$ cat src/rtl/sp_core_pkg.sv
// Shared types and default sizing for the sparse tensor core sequencer.
package sp_core_pkg;

  localparam int DEF_NUM_OCTETS     = 4;
  localparam int DEF_C_DATA_WIDTH   = 128;
  localparam int DEF_TIMEOUT_CYCLES = 1024;
  localparam int DEF_CYC_WIDTH      = 32;

  // Timer must be able to hold TIMEOUT_CYCLES itself.
  localparam int DEF_TMR_W = $clog2(DEF_TIMEOUT_CYCLES + 1);

  typedef enum logic [2:0] {
    ST_IDLE   = 3'd0,
    ST_LAUNCH = 3'd1,
    ST_FETCH  = 3'd2,
    ST_RUN    = 3'd3,
    ST_RESP   = 3'd4
  } sp_seq_state_t;

endpackage

$ cat src/rtl/sp_lane_capture.sv
// One octet lane: result capture register and its done flag.
module sp_lane_capture import sp_core_pkg::*; #(
  parameter int C_DATA_WIDTH = DEF_C_DATA_WIDTH
) (
  input  logic                    clk,
  input  logic                    rstn,
  input  logic                    clr,
  input  logic                    en,
  input  logic                    wb,
  input  logic [C_DATA_WIDTH-1:0] data,
  output logic [C_DATA_WIDTH-1:0] q,
  output logic                    done,
  output logic                    cap
);

  // Only the first write-back of a run is kept.
  assign cap = en & wb & ~done;

  always_ff @(posedge clk or negedge rstn) begin
    if (!rstn) begin
      q    <= '0;
      done <= 1'b0;
    end else if (clr) begin
      q    <= '0;
      done <= 1'b0;
    end else if (cap) begin
      q    <= data;
      done <= 1'b1;
    end
  end

endmodule

$ cat src/rtl/sp_tensor_core_seq.sv
// Sequencer and result collector for NUM_OCTETS sparse octet engines,
// with completion timeout and launch-to-response latency counter.
module sp_tensor_core_seq import sp_core_pkg::*; #(
  parameter int NUM_OCTETS     = DEF_NUM_OCTETS,
  parameter int C_DATA_WIDTH   = DEF_C_DATA_WIDTH,
  parameter int TIMEOUT_CYCLES = DEF_TIMEOUT_CYCLES,
  parameter int CYC_WIDTH      = DEF_CYC_WIDTH
) (
  input  logic                               clk,
  input  logic                               rstn,
  input  logic                               cmd_valid,
  output logic                               cmd_ready,
  input  logic [NUM_OCTETS-1:0]              cmd_mask,
  input  logic                               fetch_done,
  output logic [NUM_OCTETS-1:0]              oct_start,
  output logic [NUM_OCTETS-1:0]              oct_fetch_done,
  input  logic [NUM_OCTETS-1:0]              oct_write_back,
  input  logic [NUM_OCTETS*C_DATA_WIDTH-1:0] oct_result,
  output logic                               res_valid,
  input  logic                               res_ready,
  output logic [NUM_OCTETS*C_DATA_WIDTH-1:0] res_data,
  output logic [NUM_OCTETS-1:0]              res_mask,
  output logic                               res_err,
  output logic [CYC_WIDTH-1:0]               res_cycles,
  output logic                               busy
);

  localparam int TMR_REQ = $clog2(TIMEOUT_CYCLES + 1);
  localparam int TMR_W   = (TMR_REQ > DEF_TMR_W) ? TMR_REQ : DEF_TMR_W;

  sp_seq_state_t             state, state_d;
  logic [NUM_OCTETS-1:0]     mask_q;
  logic [NUM_OCTETS-1:0]     done;
  logic [NUM_OCTETS-1:0]     cap;
  logic [TMR_W-1:0]          timer;
  logic [CYC_WIDTH-1:0]      cyc;
  logic                      accept;
  logic                      in_run;
  logic                      in_wait;
  logic                      complete;
  logic                      timeout;

  function automatic logic [CYC_WIDTH-1:0] sat_inc(input logic [CYC_WIDTH-1:0] v);
    return (v == '1) ? v : v + CYC_WIDTH'(1);
  endfunction

  assign accept   = cmd_valid && (state == ST_IDLE);
  assign in_run   = (state == ST_RUN);
  assign in_wait  = (state == ST_FETCH) || (state == ST_RUN);
  assign complete = in_run && ((done | cap) == mask_q);
  assign timeout  = in_wait && (timer == TMR_W'(TIMEOUT_CYCLES - 1));

  assign cmd_ready      = (state == ST_IDLE);
  assign busy           = (state != ST_IDLE);
  assign res_valid      = (state == ST_RESP);
  assign res_mask       = done;
  assign res_cycles     = cyc;
  assign oct_fetch_done = ((state == ST_FETCH) && fetch_done) ? mask_q : '0;

  for (genvar i = 0; i < NUM_OCTETS; i++) begin : g_lane
    sp_lane_capture #(.C_DATA_WIDTH(C_DATA_WIDTH)) u_lane (
      .clk  (clk),
      .rstn (rstn),
      .clr  (accept),
      .en   (in_run & mask_q[i]),
      .wb   (oct_write_back[i]),
      .data (oct_result[i*C_DATA_WIDTH +: C_DATA_WIDTH]),
      .q    (res_data[i*C_DATA_WIDTH +: C_DATA_WIDTH]),
      .done (done[i]),
      .cap  (cap[i])
    );
  end

  always_comb begin
    state_d = state;
    case (state)
      ST_IDLE:   if (cmd_valid) state_d = ST_LAUNCH;
      ST_LAUNCH: state_d = (mask_q == '0) ? ST_RESP : ST_FETCH;
      ST_FETCH: begin
        if (timeout)         state_d = ST_RESP;
        else if (fetch_done) state_d = ST_RUN;
      end
      ST_RUN:    if (complete || timeout) state_d = ST_RESP;
      ST_RESP:   if (res_ready) state_d = ST_IDLE;
      default:   state_d = ST_IDLE;
    endcase
  end

  always_ff @(posedge clk or negedge rstn) begin
    if (!rstn) begin
      state     <= ST_IDLE;
      mask_q    <= '0;
      oct_start <= '0;
      timer     <= '0;
      cyc       <= '0;
      res_err   <= 1'b0;
    end else begin
      state     <= state_d;
      oct_start <= accept ? cmd_mask : '0;
      if (accept) begin
        mask_q  <= cmd_mask;
        timer   <= '0;
        cyc     <= '0;
        res_err <= 1'b0;
      end else begin
        if (in_wait) timer <= timer + TMR_W'(1);
        // Counts LAUNCH through the last cycle before RESP.
        if ((state == ST_LAUNCH) || in_wait) cyc <= sat_inc(cyc);
        if (timeout && !complete) res_err <= 1'b1;
      end
    end
  end

endmodule

$ cat config.mk
export PLATFORM = sky130hd
export DESIGN_NAME = sp_tensor_core_seq
export DESIGN_NICKNAME = d
export VERILOG_FILES = /design/src/rtl/sp_core_pkg.sv /design/src/rtl/sp_lane_capture.sv /design/src/rtl/sp_tensor_core_seq.sv
export SDC_FILE = /design/constraint.sdc
export NUM_CORES = 1
export LEC_CHECK = 0
export CORE_AREA = 8 8 422 424
export CTS_BUF_LIST = sky130_fd_sc_hd__clkbuf_4
export DETAILED_ROUTE_END_ITERATION = 12
export DIE_AREA = 0 0 430 432
export GPL_ROUTABILITY_DRIVEN = 0
export PLACE_DENSITY = 0.47
export SLEW_MARGIN = 20
export SYNTH_ARGS = -nofsm -noshare
export SYNTH_HDL_FRONTEND = slang
export SYNTH_HIERARCHICAL = 1
export SYNTH_SLANG_ARGS = --single-unit
$ cat constraint.sdc
create_clock -name clk -period 3.9 [get_ports clk]
set_input_delay 1.17 -clock clk [delete_from_list [all_inputs] [get_ports clk]]
set_output_delay 1.17 -clock clk [all_outputs]
set_load 0.02 [all_outputs]
Word level (Yosys, flattened, before mapping)
Cells that the tools add are included.
{ "totals": {"register_bits": 571, "elab_cells": 98, "out_inout_bits": 560} }
{ "op_classes": {"n_reduce_logical": 21, "eq_ne": 12, "addsub": 2, "bitwise": 17, "muxes": 32} }
{ "ops": {"columns": ["cell", "n"], "rows": [
  ["$mux W128", 8],
  ["$mux W32", 3],
  ["$add A32 B1 Y32 const B", 1],
  ["$eq A32 B32 Y1 const B", 1],
  ["$mux W11", 2],
  ["$mux W3", 6],
  ["$pmux W3 S5", 1],
  ["$reduce_bool A2 Y1", 7],
  ["$and A1 B1 Y1", 12],
  ["$add A11 B1 Y11 const B", 1],
  ["$eq A11 B10 Y1 const B", 1],
  ["$mux W1", 10],
  ["$mux W4", 2],
  ["$eq A3 B2 Y1 const B", 2],
  ["$logic_and A1 B1 Y1", 5],
  ["$eq A4 B4 Y1", 1],
  ["$logic_not A4 Y1", 1],
  ["$ne A2 B1 Y1 const B", 2],
  ["$ne A2 B2 Y1 const B", 2],
  ["$not A1 Y1", 4],
  ["$or A4 B4 Y4", 1],
  ["$reduce_and A4 Y1", 1],
  ["$eq A3 B1 Y1 const B", 1],
  ["$eq A3 B3 Y1 const B", 1],
  ["other kinds (6)", 8]
]} }

Logic depth before layout (Yosys ltp)
{ "depth": {"ltp_word": 11, "ltp_mapped": 12, "ltp_nobuf": 8} }

Modules after synthesis
Netlist, hierarchy kept.
{ "modules_own_cells": {"columns": ["mod", "cells_per_inst", "area_per_inst_um2", "instances"], "rows": [
  ["sp_lane_capture", 559, 6394.9, 4],
  ["sp_tensor_core_seq", 336, 3049.2, 1]
]} }

Worst setup path after synthesis
No wires, ideal clock.
{ "synth_timing": {"path_kind": "input port to flip-flop", "from": "in cmd_valid", "to": "reg g_lane[3].u_lane.q[112]", "required_time_ns": 3.774, "setup_time_ns": 0.126, "path_slack_ns": 0.927, "path_buffers": 4, "cell_stages": 8, "arrival_time_ns": 2.848, "path_cell_list": "nand2_2 -> inv_2 -> clkbuf_1 -> buf_1 -> buf_2 -> clkbuf_1 -> nand2b_1 -> mux2i_1"} }
{ "synth_between": {"elab_chain_cells": 2, "word_cells_on_any_way": 3, "classes_between": "mux: 1; reduce/logical: 2"} }
{ "synth_lines": {"columns": ["element", "line_no", "text"], "rows": [
  ["from (decl)", "sp_tensor_core_seq.sv:11", "input logic cmd_valid,"],
  ["$logic_and A1 B1 Y1 *", "sp_tensor_core_seq.sv:47", "assign accept = cmd_valid && (state == ST_IDLE);"],
  ["net accept", "sp_tensor_core_seq.sv:37", "logic accept;"],
  ["$mux W128 / $reduce_bool A2 Y1 (equally long branches)", null, null],
  ["to (signal assigned)", "sp_lane_capture.sv:27", "q <= data;"],
  ["to (decl)", "sp_lane_capture.sv:11", "output logic [C_DATA_WIDTH-1:0] q,"]
]} }
Mark *: on every way through the listed nets, which the timed path passes. The rest lies on a longest branch.
A chain may end at the register's enable or synchronous reset.

Final worst setup path
{ "layout_timing": {"from": "reg state[0]", "to": "out cmd_ready"} }
{ "layout_between": {"elab_chain_cells": 1} }
{ "layout_lines": {"columns": ["element", "line_no", "text"], "rows": [
  ["from (decl)", "sp_tensor_core_seq.sv:31", "sp_seq_state_t state, state_d;"],
  ["from (signal assigned)", "sp_tensor_core_seq.sv:98", "state <= state_d;"],
  ["$logic_not A3 Y1", "sp_tensor_core_seq.sv:53", "assign cmd_ready = (state == ST_IDLE);"],
  ["to (decl)", "sp_tensor_core_seq.sv:12", "output logic cmd_ready,"]
]} }
No other way between the ends.

==> impl_metrics.toml <==
[detailed_routing]
drtPass1Iterations = 5
routed_wire_length_per_instance_um = 21.1
drt_iter0_drc = 1074
postRouteAntennaNets = 0
drc = 0
drt-vias-per-instance = 3.78
wl_mm = 128
vias = 23000

[clock_tree]
cts_tree = "done"
clkTransAtPathRegs_ps = 60
clkSinkCount = 571
tritoncts.num_buffers = 182
h-tree-depth = 4
clk_latency_ps = 1140
root_buffer = "clkbuf_4"
max-clock-path-buffers = 3

[power]
p_leak_nw = 17.5
p_comb_frac = 0.511
p_seq_frac = 0.311
clkPwrFrac = 0.179
vdd_drop_max_v = 0.000339
p_switching_mw = 13.5
powerDensity_nw_per_um2 = 749
p_int_mw = 19.5
switching_share = 0.410

[die]
row_count = 152
dieArea_sq_um = 186000
ios = 1085
start_util = 0.167
die_w_um = 430
die_h_um = 432
coreArea_sq_um = 171000

[logic_synthesis]
synth_async_sr_flop_share = 1.00
ys_seq_area_frac = 0.499
avgSynthCellArea_sq_um = 11.1
synth_nets = 3099
yosysWarnings = 6
synth_edf_count = 0
synth_cells = 2572
synth_seq_cells = 571
synth.distinct_cells = 47
ys.flop_type = "dfrtp_1"
syn_area_sq_um = 28600

[cells_and_area]
area_delta_synth_final_pct = 53.9
nNetsFinal = 4247
final_core_util = 0.258
drive_gt1_frac = 0.0931
layout_commonest_cell = "clkdlybuf4s50_1"
fill_cells = 18200
regArea_sq_um = 14300
final_cell_mix = "clkdlybuf4s50_1, nand2b_1, dfrtp_1"
multiInputGateArea_sq_um = 13200

[timing]
setup_viol = 0
max_slew.worst_pin.slew_ps = 1000
drv_slew = 0
min_period_ps = 3610
relSlewSlack = 0.332
hold_violations = 0
fmax_mhz = 277
timing.final.ws_setup_ps = 295
post-route-period-util = 0.924
finalClockSkew_ps = 68.4

[grt]
antenna_found_initial = 28
grt_pass1_vias = 24700
gr-total-overflow = 0
grt_pass1_wl_mm = 182
grt_max_degree = 230
grtUsageTotal = 0.132

[critical_path]
required_ps = 2730
crit_type = "flop to output port"
crit_fanout = 11
ff2ff_path_depth = 11
worstPathArrival_ps = 2440
crit_path_start_kind = "flop"
setup.worst_path.end_class = "output port"

[place]
place_hpwl_mm = 96.8
pre_cts_ws_ps = 147
port_buffers = 1084

[worst_hold_path]
hp-class = "flop to flop"
holdPathStages = 1

[run_status]
outcome = "complete, no violations"

[run]
cap_violations = 0
-- cell type report --
cell class,count,area share
tap,2233,0.0634
multi-input combinational,1809,0.300
timing repair buffer,1151,0.264
inverter,5,0.000681
sequential,571,0.324
clock buffer,248,0.0422
clock inverter,39,0.00500
antenna,19,0.00108
-- layer usage --
| layer | global-route usage | vias up | part of all wire |
|---|---|---|---|
| li1 | - | 10900 | - |
| met3 | 0.0526 | 218 | 0.079 |
| met4 | 0.0362 | 14 | 0.024 |
| met2 | 0.241 | 745 | 0.52 |
| met5 | 0 | - | 0.00077 |
| met1 | 0.141 | 11100 | 0.37 |
-- cell usage after synthesis, types with 2 or more instances --
cell       instances  area share
a21oi_1           33      0.0058
and2_1             8      0.0017
buf_4              6      0.0016
and4_1             2     0.00061
o21ai_0           26      0.0045
o2111ai_1          2     0.00061
buf_6             53       0.021
o31ai_1           12      0.0031
inv_1              4     0.00052
nand2b_1        1027        0.22
nor3_1            12      0.0021
clkbuf_1         112       0.015
or4_1             14      0.0037
mux2i_1          513        0.18
and3b_1            4      0.0012
xnor2_1            5      0.0015
or2_2              3     0.00066
buf_2             13      0.0023
or3_1             17      0.0037
nor2_1            22      0.0029
xor2_1             5      0.0015
o41ai_1            2     0.00061
nor4_1             8      0.0017
nand3_1           14      0.0024
nand2_1           31      0.0041
or3_4              2     0.00079
dfrtp_1          571        0.50
and3_1            10      0.0022
buf_1              2     0.00026
nand4_1           12      0.0026
o21a_1             4      0.0010
nand4b_1           2     0.00061
ha_1               2     0.00087
a21o_1             6      0.0016
-- sequential cells by signal, summed over array words and instances, names as in the netlist --
name,flops
g_lane.u_lane/q,512
res_err,1
oct_start,4
res_cycles,32
mask_q,4
g_lane.u_lane/done,4
timer,11
state,3
-- power by group through the flow --
stage / combinational, mW / sequential (mW) / clock [mW]
2_1_floorplan: 4.89 / 13.4 / 0
3_3_place_gp: 17.1 / 10.3 / 0
3_5_place_dp: 17.1 / 10.3 / 0
4_1_cts: 17.3 / 10.3 / 6.32
5_1_grt: 18.0 / 10.6 / 6.61
6_report: 16.9 / 10.3 / 5.91
-- cell families (layout without fill, tap and decap cells) --
family	Yosys count	after routing	share of synthesized area
AOI/OAI and AO/OA	89	89	0.0185
muxes	513	513	0.179
DFF	571	571	0.499
xor gates and xnor gates	10	10	0.00306
adders and majority gates	2	2	0.000874
and+or+nand+nor	1195	1195	0.259
other	0	19	0
buffers and inverters	192	1443	0.0405
-- worst paths after layout --
check	end	from	slack, ps
min reg2reg	timer[10]	timer[10]	490
max in group asynchronous	g_lane[0].u_lane/q[37]	rstn	2200
max	cmd_ready	state[0]	290
min	timer[10]	timer[10]	490
min in group asynchronous	g_lane[3].u_lane/q[83]	rstn	620
max reg2reg	state[2]	state[2]	1010
-- metrics by stage --
| stage | hold slack, ps | total power [mW] | std cells | TNS [ps] | instance area (sq um) |
|---|---|---|---|---|---|
| detailed placement | 486 | 27.5 | 5761 | 0 | 41900 |
| CTS | 310 | 33.9 | 6056 | 0 | 44000 |
| finish | 494 | 33.0 | 6075 | 0 | 44100 |
| global placement | 479 | 27.4 | 5761 | 0 | 41900 |
| global route | 324 | 35.2 | 6069 | -8.97 | 44100 |
| floorplan | 460 | 18.3 | 2572 | 0 | 28600 |
-- critical path, stage by stage, from the launching register on --
cell and delay (ps):
dfrtp_1 400, buf_4 190, nor3_4 230, buf_4 150, dlygate4sd2_1 330
-- what timing repair did --
action	in CTS	in global routing
gates resized for setup	15	0
hold buffers	1	0
hold endpoints to repair	38	0
endpoints found under the setup margin	8	0
setup buffers	7	0
(Power assumes the default switching activity.)
